File: config.mk
export PLATFORM = sky130hd
export DESIGN_NAME = bram_fifo_flat
export DESIGN_NICKNAME = d
export VERILOG_FILES = /design/src/rtl/bram_fifo_if.sv /design/src/rtl/bram_fifo.sv /design/src/flat_wrapper.sv
export SDC_FILE = /design/constraint.sdc
export NUM_CORES = 2
export LEC_CHECK = 0
export ABC_AREA = 1
export CAP_MARGIN = 20
export CORE_MARGIN = 2
export CORE_UTILIZATION = 45
export CTS_BUF_LIST = sky130_fd_sc_hd__clkbuf_4 sky130_fd_sc_hd__clkbuf_8
export CTS_CLUSTER_DIAMETER = 200
export DETAILED_ROUTE_END_ITERATION = 8
export SYNTH_ARGS = -nofsm -noshare
export SYNTH_HDL_FRONTEND = slang
export SYNTH_SLANG_ARGS = --single-unit
File: constraint.sdc
create_clock -name clk -period 2.9 [get_ports clk]
set_clock_uncertainty 0.1 [all_clocks]
set_input_delay 0.435 -clock clk [delete_from_list [all_inputs] [get_ports clk]]
set_output_delay 0.435 -clock clk [all_outputs]
set_load 0.03 [all_outputs]
File: src/rtl/bram_fifo_if.sv
`default_nettype none
// ============================================================================
// Module   : bram_fifo_if
// Purpose  : Handshake/status bundle for bram_fifo.
//            Producer side : in_data, in_valid -> in_ready
//            Consumer side : out_data, out_valid <- out_ready
//            Control/status: flush, count, almost_full, overflow
//            master = user of the FIFO, slave = the FIFO itself.
// Revision : 1.0 - initial release
// ============================================================================
interface bram_fifo_if #(
  parameter int DATA_WIDTH = 16,
  parameter int ADDR_WIDTH = 8
);
  logic [DATA_WIDTH-1:0] in_data;
  logic                  in_valid;
  logic                  in_ready;
  logic [DATA_WIDTH-1:0] out_data;
  logic                  out_valid;
  logic                  out_ready;
  logic                  flush;
  logic [ADDR_WIDTH:0]   count;
  logic                  almost_full;
  logic                  overflow;

  modport master (
    output in_data, in_valid, out_ready, flush,
    input  in_ready, out_data, out_valid, count, almost_full, overflow
  );

  modport slave (
    input  in_data, in_valid, out_ready, flush,
    output in_ready, out_data, out_valid, count, almost_full, overflow
  );
endinterface
`default_nettype wire

File: src/rtl/bram_fifo.sv
`default_nettype none
// ============================================================================
// Module   : bram_fifo
// Purpose  : Show-ahead synchronous FIFO built on a simple dual-port block
//            RAM with registered read. A two-deep pipeline (RAM read register
//            + output register) hides the RAM latency so that back-to-back
//            pops run at one word per cycle.
// Ports    : clk    - sole clock, rising edge
//            rst_n  - asynchronous active-low reset
//            bus    - bram_fifo_if.slave: write handshake (in_*), show-ahead
//                     read handshake (out_*), flush, count, almost_full,
//                     sticky overflow
// Revision : 1.0 - initial release
// ============================================================================
module bram_fifo #(
  parameter int DATA_WIDTH   = 16,
  parameter int ADDR_WIDTH   = 8,
  parameter int AFULL_THRESH = (2 ** ADDR_WIDTH) - 4
) (
  input wire          clk,
  input wire          rst_n,
  bram_fifo_if.slave  bus
);

  localparam int                  CW        = ADDR_WIDTH + 1;
  localparam int                  DEPTH     = 2 ** ADDR_WIDTH;
  localparam logic [ADDR_WIDTH:0] DEPTH_CNT = CW'(DEPTH);
  localparam logic [ADDR_WIDTH:0] AFULL_LVL = CW'(AFULL_THRESH);

  // Storage: no reset so synthesis can map it onto block RAM.
  logic [DATA_WIDTH-1:0] mem [DEPTH];
  logic [DATA_WIDTH-1:0] ram_rd_q;

  logic [ADDR_WIDTH-1:0] wr_ptr_q,      wr_ptr_d;
  logic [ADDR_WIDTH-1:0] rd_ptr_q,      rd_ptr_d;
  logic [ADDR_WIDTH:0]   count_q,       count_d;
  logic                  pf_valid_q,    pf_valid_d;
  logic                  out_valid_q,   out_valid_d;
  logic [DATA_WIDTH-1:0] out_data_q,    out_data_d;
  logic                  in_ready_q,    in_ready_d;
  logic                  almost_full_q, almost_full_d;
  logic                  overflow_q,    overflow_d;

  logic                  push;
  logic                  pop;
  logic                  out_load;
  logic                  rd_en;
  logic                  wr_en;
  logic [ADDR_WIDTH:0]   ram_words;

  always_comb begin
    push      = bus.in_valid && in_ready_q;
    pop       = out_valid_q && bus.out_ready;
    // Prefetched word moves to the output stage when that stage frees up.
    out_load  = pf_valid_q && (!out_valid_q || pop);
    // Words still sitting in RAM: count covers both pipeline stages too.
    ram_words = count_q - CW'(out_valid_q) - CW'(pf_valid_q);
    rd_en     = (ram_words != '0) && (!pf_valid_q || out_load) && !bus.flush;
    wr_en     = push && !bus.flush;
  end

  always_comb begin
    wr_ptr_d    = wr_ptr_q;
    rd_ptr_d    = rd_ptr_q;
    count_d     = count_q;
    pf_valid_d  = pf_valid_q;
    out_valid_d = out_valid_q;
    out_data_d  = out_data_q;
    overflow_d  = overflow_q | (bus.in_valid & ~in_ready_q);

    if (push) wr_ptr_d = wr_ptr_q + ADDR_WIDTH'(1);
    if (rd_en) rd_ptr_d = rd_ptr_q + ADDR_WIDTH'(1);

    unique case ({push, pop})
      2'b10:   count_d = count_q + CW'(1);
      2'b01:   count_d = count_q - CW'(1);
      default: count_d = count_q;
    endcase

    if (rd_en)         pf_valid_d = 1'b1;
    else if (out_load) pf_valid_d = 1'b0;

    if (out_load) begin
      out_valid_d = 1'b1;
      out_data_d  = ram_rd_q;
    end else if (pop) begin
      out_valid_d = 1'b0;
    end

    // Flush wins over push/pop; any read in flight is simply forgotten.
    if (bus.flush) begin
      wr_ptr_d    = '0;
      rd_ptr_d    = '0;
      count_d     = '0;
      pf_valid_d  = 1'b0;
      out_valid_d = 1'b0;
    end

    in_ready_d    = (count_d < DEPTH_CNT);
    almost_full_d = (count_d >= AFULL_LVL);
  end

  always_ff @(posedge clk) begin
    if (wr_en) mem[wr_ptr_q] <= bus.in_data;
    if (rd_en) ram_rd_q <= mem[rd_ptr_q];
  end

  always_ff @(posedge clk or negedge rst_n) begin
    if (!rst_n) begin
      wr_ptr_q      <= '0;
      rd_ptr_q      <= '0;
      count_q       <= '0;
      pf_valid_q    <= 1'b0;
      out_valid_q   <= 1'b0;
      out_data_q    <= '0;
      in_ready_q    <= 1'b0;
      almost_full_q <= 1'b0;
      overflow_q    <= 1'b0;
    end else begin
      wr_ptr_q      <= wr_ptr_d;
      rd_ptr_q      <= rd_ptr_d;
      count_q       <= count_d;
      pf_valid_q    <= pf_valid_d;
      out_valid_q   <= out_valid_d;
      out_data_q    <= out_data_d;
      in_ready_q    <= in_ready_d;
      almost_full_q <= almost_full_d;
      overflow_q    <= overflow_d;
    end
  end

  assign bus.in_ready    = in_ready_q;
  assign bus.out_data    = out_data_q;
  assign bus.out_valid   = out_valid_q;
  assign bus.count       = count_q;
  assign bus.almost_full = almost_full_q;
  assign bus.overflow    = overflow_q;

endmodule
`default_nettype wire

File: src/flat_wrapper.sv
// flat-port wrapper written by rule: the top's interface ports become plain ports
module bram_fifo_flat 
#(
  parameter int DATA_WIDTH   = 16,
  parameter int ADDR_WIDTH   = 8,
  parameter int AFULL_THRESH = (2 ** ADDR_WIDTH) - 4
)
  (clk, rst_n, bus_in_data, bus_in_valid, bus_out_ready, bus_flush, bus_in_ready, bus_out_data, bus_out_valid, bus_count, bus_almost_full, bus_overflow);
  bram_fifo_if #(.DATA_WIDTH(DATA_WIDTH), .ADDR_WIDTH(ADDR_WIDTH)) bus_i ();
  input wire clk;
  input wire rst_n;
  input wire logic [$bits(bus_i.in_data)-1:0] bus_in_data;
  input wire logic [$bits(bus_i.in_valid)-1:0] bus_in_valid;
  input wire logic [$bits(bus_i.out_ready)-1:0] bus_out_ready;
  input wire logic [$bits(bus_i.flush)-1:0] bus_flush;
  output wire logic [$bits(bus_i.in_ready)-1:0] bus_in_ready;
  output wire logic [$bits(bus_i.out_data)-1:0] bus_out_data;
  output wire logic [$bits(bus_i.out_valid)-1:0] bus_out_valid;
  output wire logic [$bits(bus_i.count)-1:0] bus_count;
  output wire logic [$bits(bus_i.almost_full)-1:0] bus_almost_full;
  output wire logic [$bits(bus_i.overflow)-1:0] bus_overflow;
  assign bus_i.in_data = bus_in_data;
  assign bus_i.in_valid = bus_in_valid;
  assign bus_i.out_ready = bus_out_ready;
  assign bus_i.flush = bus_flush;
  assign bus_in_ready = bus_i.in_ready;
  assign bus_out_data = bus_i.out_data;
  assign bus_out_valid = bus_i.out_valid;
  assign bus_count = bus_i.count;
  assign bus_almost_full = bus_i.almost_full;
  assign bus_overflow = bus_i.overflow;
  bram_fifo #(.DATA_WIDTH(DATA_WIDTH), .ADDR_WIDTH(ADDR_WIDTH), .AFULL_THRESH(AFULL_THRESH)) u_core (.clk(clk), .rst_n(rst_n), .bus(bus_i));
endmodule
==> metrics.cfg <==
[outcome]
outcome = finished, violations left
violations = setup timing

[final_layout]
area_delta_synth_final_pct = 21.3
final_cell_count_no_fill = 20267
final_area_um2 = 203000
drive_gt1_share_pct = 19.6
post-route-util_pct = 54.9
final_nets = 14818

[detailed_routing]
final_antenna_net_count = 0
dr_total_vias = 114832
routed_via_density = 5.67
wl_per_cell_um = 25.9
drt-initial-drc-count = 15519
firstDrtPassIters = 6
drc = 0
wirelength_um = 525000

[grt]
antenna_found_initial = 16
grt_max_degree = 101
grt_pass1_wl_um = 743000
grt_pass1_vias = 107298
overflow = 0
grt_use_total_pct = 26.9

[floorplanning]
start_util_pct = 45.2
fp.dieW_um = 613
die_area_um2 = 376000
die_h_um = 613
io_pins = 50
row_count = 223
design.core.area_um2 = 369000

[synth]
synth_cell_type_count = 37
synth_edf_count = 4112
yosysSeqAreaShare_pct = 74.6
syn-cell-area_um2 = 167000
synth_seq_cells = 4158
postSynthCellCount = 13486
synth_top_area_share_pct = 73.9
async_reset_ff_share_pct = 1.11
yosysMostFrequentCell = edfxtp_1
postSynthAreaPerCell_um2 = 12.4
yosys.area.top_type = edfxtp_1
synth.area.top_cells = edfxtp_1 74%, nor2_1 7.4%, o21ai_0 5.6%, nand2_1 2.6%, o211ai_1 2.2%
ys_warn_count = 0
synth_top_cells_by_count = 4,112 x edfxtp_1, 3,287 x nor2_1, 1,885 x o21ai_0
synth-main-ff-cell = edfxtp_1
synth_nets = 13518

[timing]
rsz0062_at_grt = yes
maxSlewViolCount = 0
hold_viol = 0
max_freq_ghz = 0.329
period_minus_slack_ns = 3.04
setup_tns_ns = -1.15
worst_pin_slew_ns = 1.02
hold_ws_ns = 0.0941
post-route-period-util_pct = 105
setup_viol = 15
setup_slack_ns = -0.140
max-slew-margin-rel_pct = 32.0

[placed_design]
place_congestion = 0.899
pre_cts_slack_ns = -0.503
hpwl_um = 321000
post-place-cells = 18948
placed_area_um2 = 186000
io_buffers = 49

[critical_path]
path_class = register to register
crit_family = buffers and inverters
worstRegToRegCells = 14
r2r_end = u_core.ram_rd_q[0]
cp_cell_sequence = buf_12 > inv_16 > buf_12 > buf_12 > buf_4 > nor2_1 > o211ai_1 > nand3_2 > nand2_4 > a21oi_2 > nand3_1 > buf_6 > nand3_4 > nand2_1
worstPathArrival_ns = 4.05
crit_buf_inv = 6
critPathRequiredTime_ns = 3.91
cpMaxStageDelayCell = dfrtp_4
rrSetupSlack_ns = -0.14
crit_top_cell = buf_12
cp-end-kind = register
start_kind = register
path_max_fanout = 35
cpPeakStageDelay_ns = 0.52
r2r_start = u_core.rd_ptr_q[0]

[pwr]
total_power_mw = 153
ir_worst_vdd_uv = 502
clkPwrFrac_pct = 32.0
p_int_mw = 105
p_sw_share_pct = 31.0
switching_power_mw = 47.4
p_per_area_nw_per_um2 = 754
p_seq_share_pct = 43.8
p_leak_nw = 69.5
combPwrFrac_pct = 24.2

[worst_hold_path]
hold_end = u_core.mem[148][14]
hold_class = input pin to register
hold_start = bus_in_data[14]
hold_path_depth = 2

[clock_network]
cts_tree = done
clk_latency_ns = 1.25
clk_root_buffer_cell = clkbuf_8
clkTransAtPathRegs_ns = 0.06
clock_path_buffers = 4
h-tree-depth = 6
cts_made_buffers = 664
clkSinkCount = 4158

[flow_run]
maxCapViolations = 0

final cells by class:
type / instances / area [um^2]
fillers: 30334 / 167000
flip-flops and latches: 4158 / 125000
multi-input cells: 8187 / 39100
repair buffers: 1543 / 18900
clock buffers: 897 / 10900
well taps: 4950 / 6190
clock inverters: 289 / 1810
inverters: 231 / 936
diodes: 11 / 27.5
repair inverters: 1 / 20.0
cells by family after synthesis:
logic type / synth area share [%]
DFF: 74.6
buffers and inverters: 3.15
muxes: 0.114
AOI/OAI and AO/OA: 10.1
adders and majority gates: 0.0869
xor gates and xnor gates: 0.0472
and+or+nand+nor: 12.0
power by group through the flow:
stage / logic, mW / registers, mW / clock network, mW
4_1_cts: 34.4 / 66.9 / 49.6
3_5_place_dp: 33.3 / 68.1 / 0
2_1_floorplan: 17.2 / 68.0 / 0
3_3_place_gp: 33.1 / 68.1 / 0
5_1_grt: 39.5 / 66.8 / 52.1
6_report: 36.9 / 66.9 / 48.9
sequential cells by signal, indices dropped and copies added (netlist names):
register / count
u_core.bus.in_ready: 1
u_core.bus.almost_full: 1
u_core.bus.out_data: 16
u_core.ram_rd_q: 16
u_core.bus.out_valid: 1
u_core.wr_ptr_q: 8
u_core.mem: 4096
u_core.bus.overflow: 1
u_core.pf_valid_q: 1
u_core.bus.count: 9
u_core.rd_ptr_q: 8
cell usage in the layout (no fill, tap or decap), types with 62 or more instances in the layout:
| cell type | Yosys | layout |
|---|---|---|
| o21ai_0 | 1885 | 1837 |
| inv_1 | 221 | 205 |
| clkbuf_8 | 0 | 674 |
| edfxtp_1 | 4112 | 4112 |
| a21oi_1 | 197 | 165 |
| nand3_2 | 0 | 122 |
| clkinv_1 | 7 | 166 |
| o21ai_1 | 306 | 353 |
| nor2_2 | 0 | 68 |
| o211ai_1 | 484 | 484 |
| clkinv_2 | 0 | 62 |
| nor2_1 | 3287 | 3198 |
| nand2_2 | 0 | 107 |
| clkbuf_4 | 0 | 224 |
| nand3_1 | 604 | 445 |
| buf_4 | 118 | 893 |
| nand2_1 | 1150 | 1034 |
| o22ai_1 | 167 | 166 |
| buf_12 | 0 | 451 |
metal layers:
layer	share of wire [%]	vias to the layer above	wire length [um]	track usage, %
met5	0.0099	-	52	0
li1	-	51286	-	-
met2	46	5875	239000	41.3
met3	9.8	839	51200	4.88
met4	3.6	8	19100	9.51
met1	41	56824	216000	38.6
how the worst max path moves through the flow:
stage,cells past startpoint,from,slack (ns),end
4_1_cts,15,u_core.rd_ptr_q[1],-0.26,u_core.ram_rd_q[12]
2_1_floorplan,7,u_core.bus.in_ready,-0.09,u_core.mem[160][0]
6_report,14,u_core.rd_ptr_q[0],-0.14,u_core.ram_rd_q[0]
3_3_place_gp,16,u_core.rd_ptr_q[0],-0.52,u_core.ram_rd_q[6]
3_5_place_dp,14,u_core.rd_ptr_q[0],-0.50,u_core.ram_rd_q[12]
5_1_grt,16,u_core.rd_ptr_q[1],-0.17,u_core.ram_rd_q[5]
repair_timing:
action                                 in CTS  in global routing
hold buffers                               23                  0
gates cloned                                9                 29
buffers inserted                           27                 46
setup endpoints to repair                  55                 38
pin swaps                                  14                139
endpoints found under the hold margin    4135                  0
gates resized for setup                   181                479
worst reg2reg max path, cell delays in order (launching register included):
cell,delay [ns]
dfrtp_4,0.52
buf_12,0.17
inv_16,0.14
buf_12,0.15
buf_12,0.20
buf_4,0.27
nor2_1,0.05
o211ai_1,0.35
nand3_2,0.22
nand2_4,0.14
a21oi_2,0.07
nand3_1,0.15
buf_6,0.13
nand3_4,0.14
nand2_1,0.10
Power figures use the tool's default switching activity.
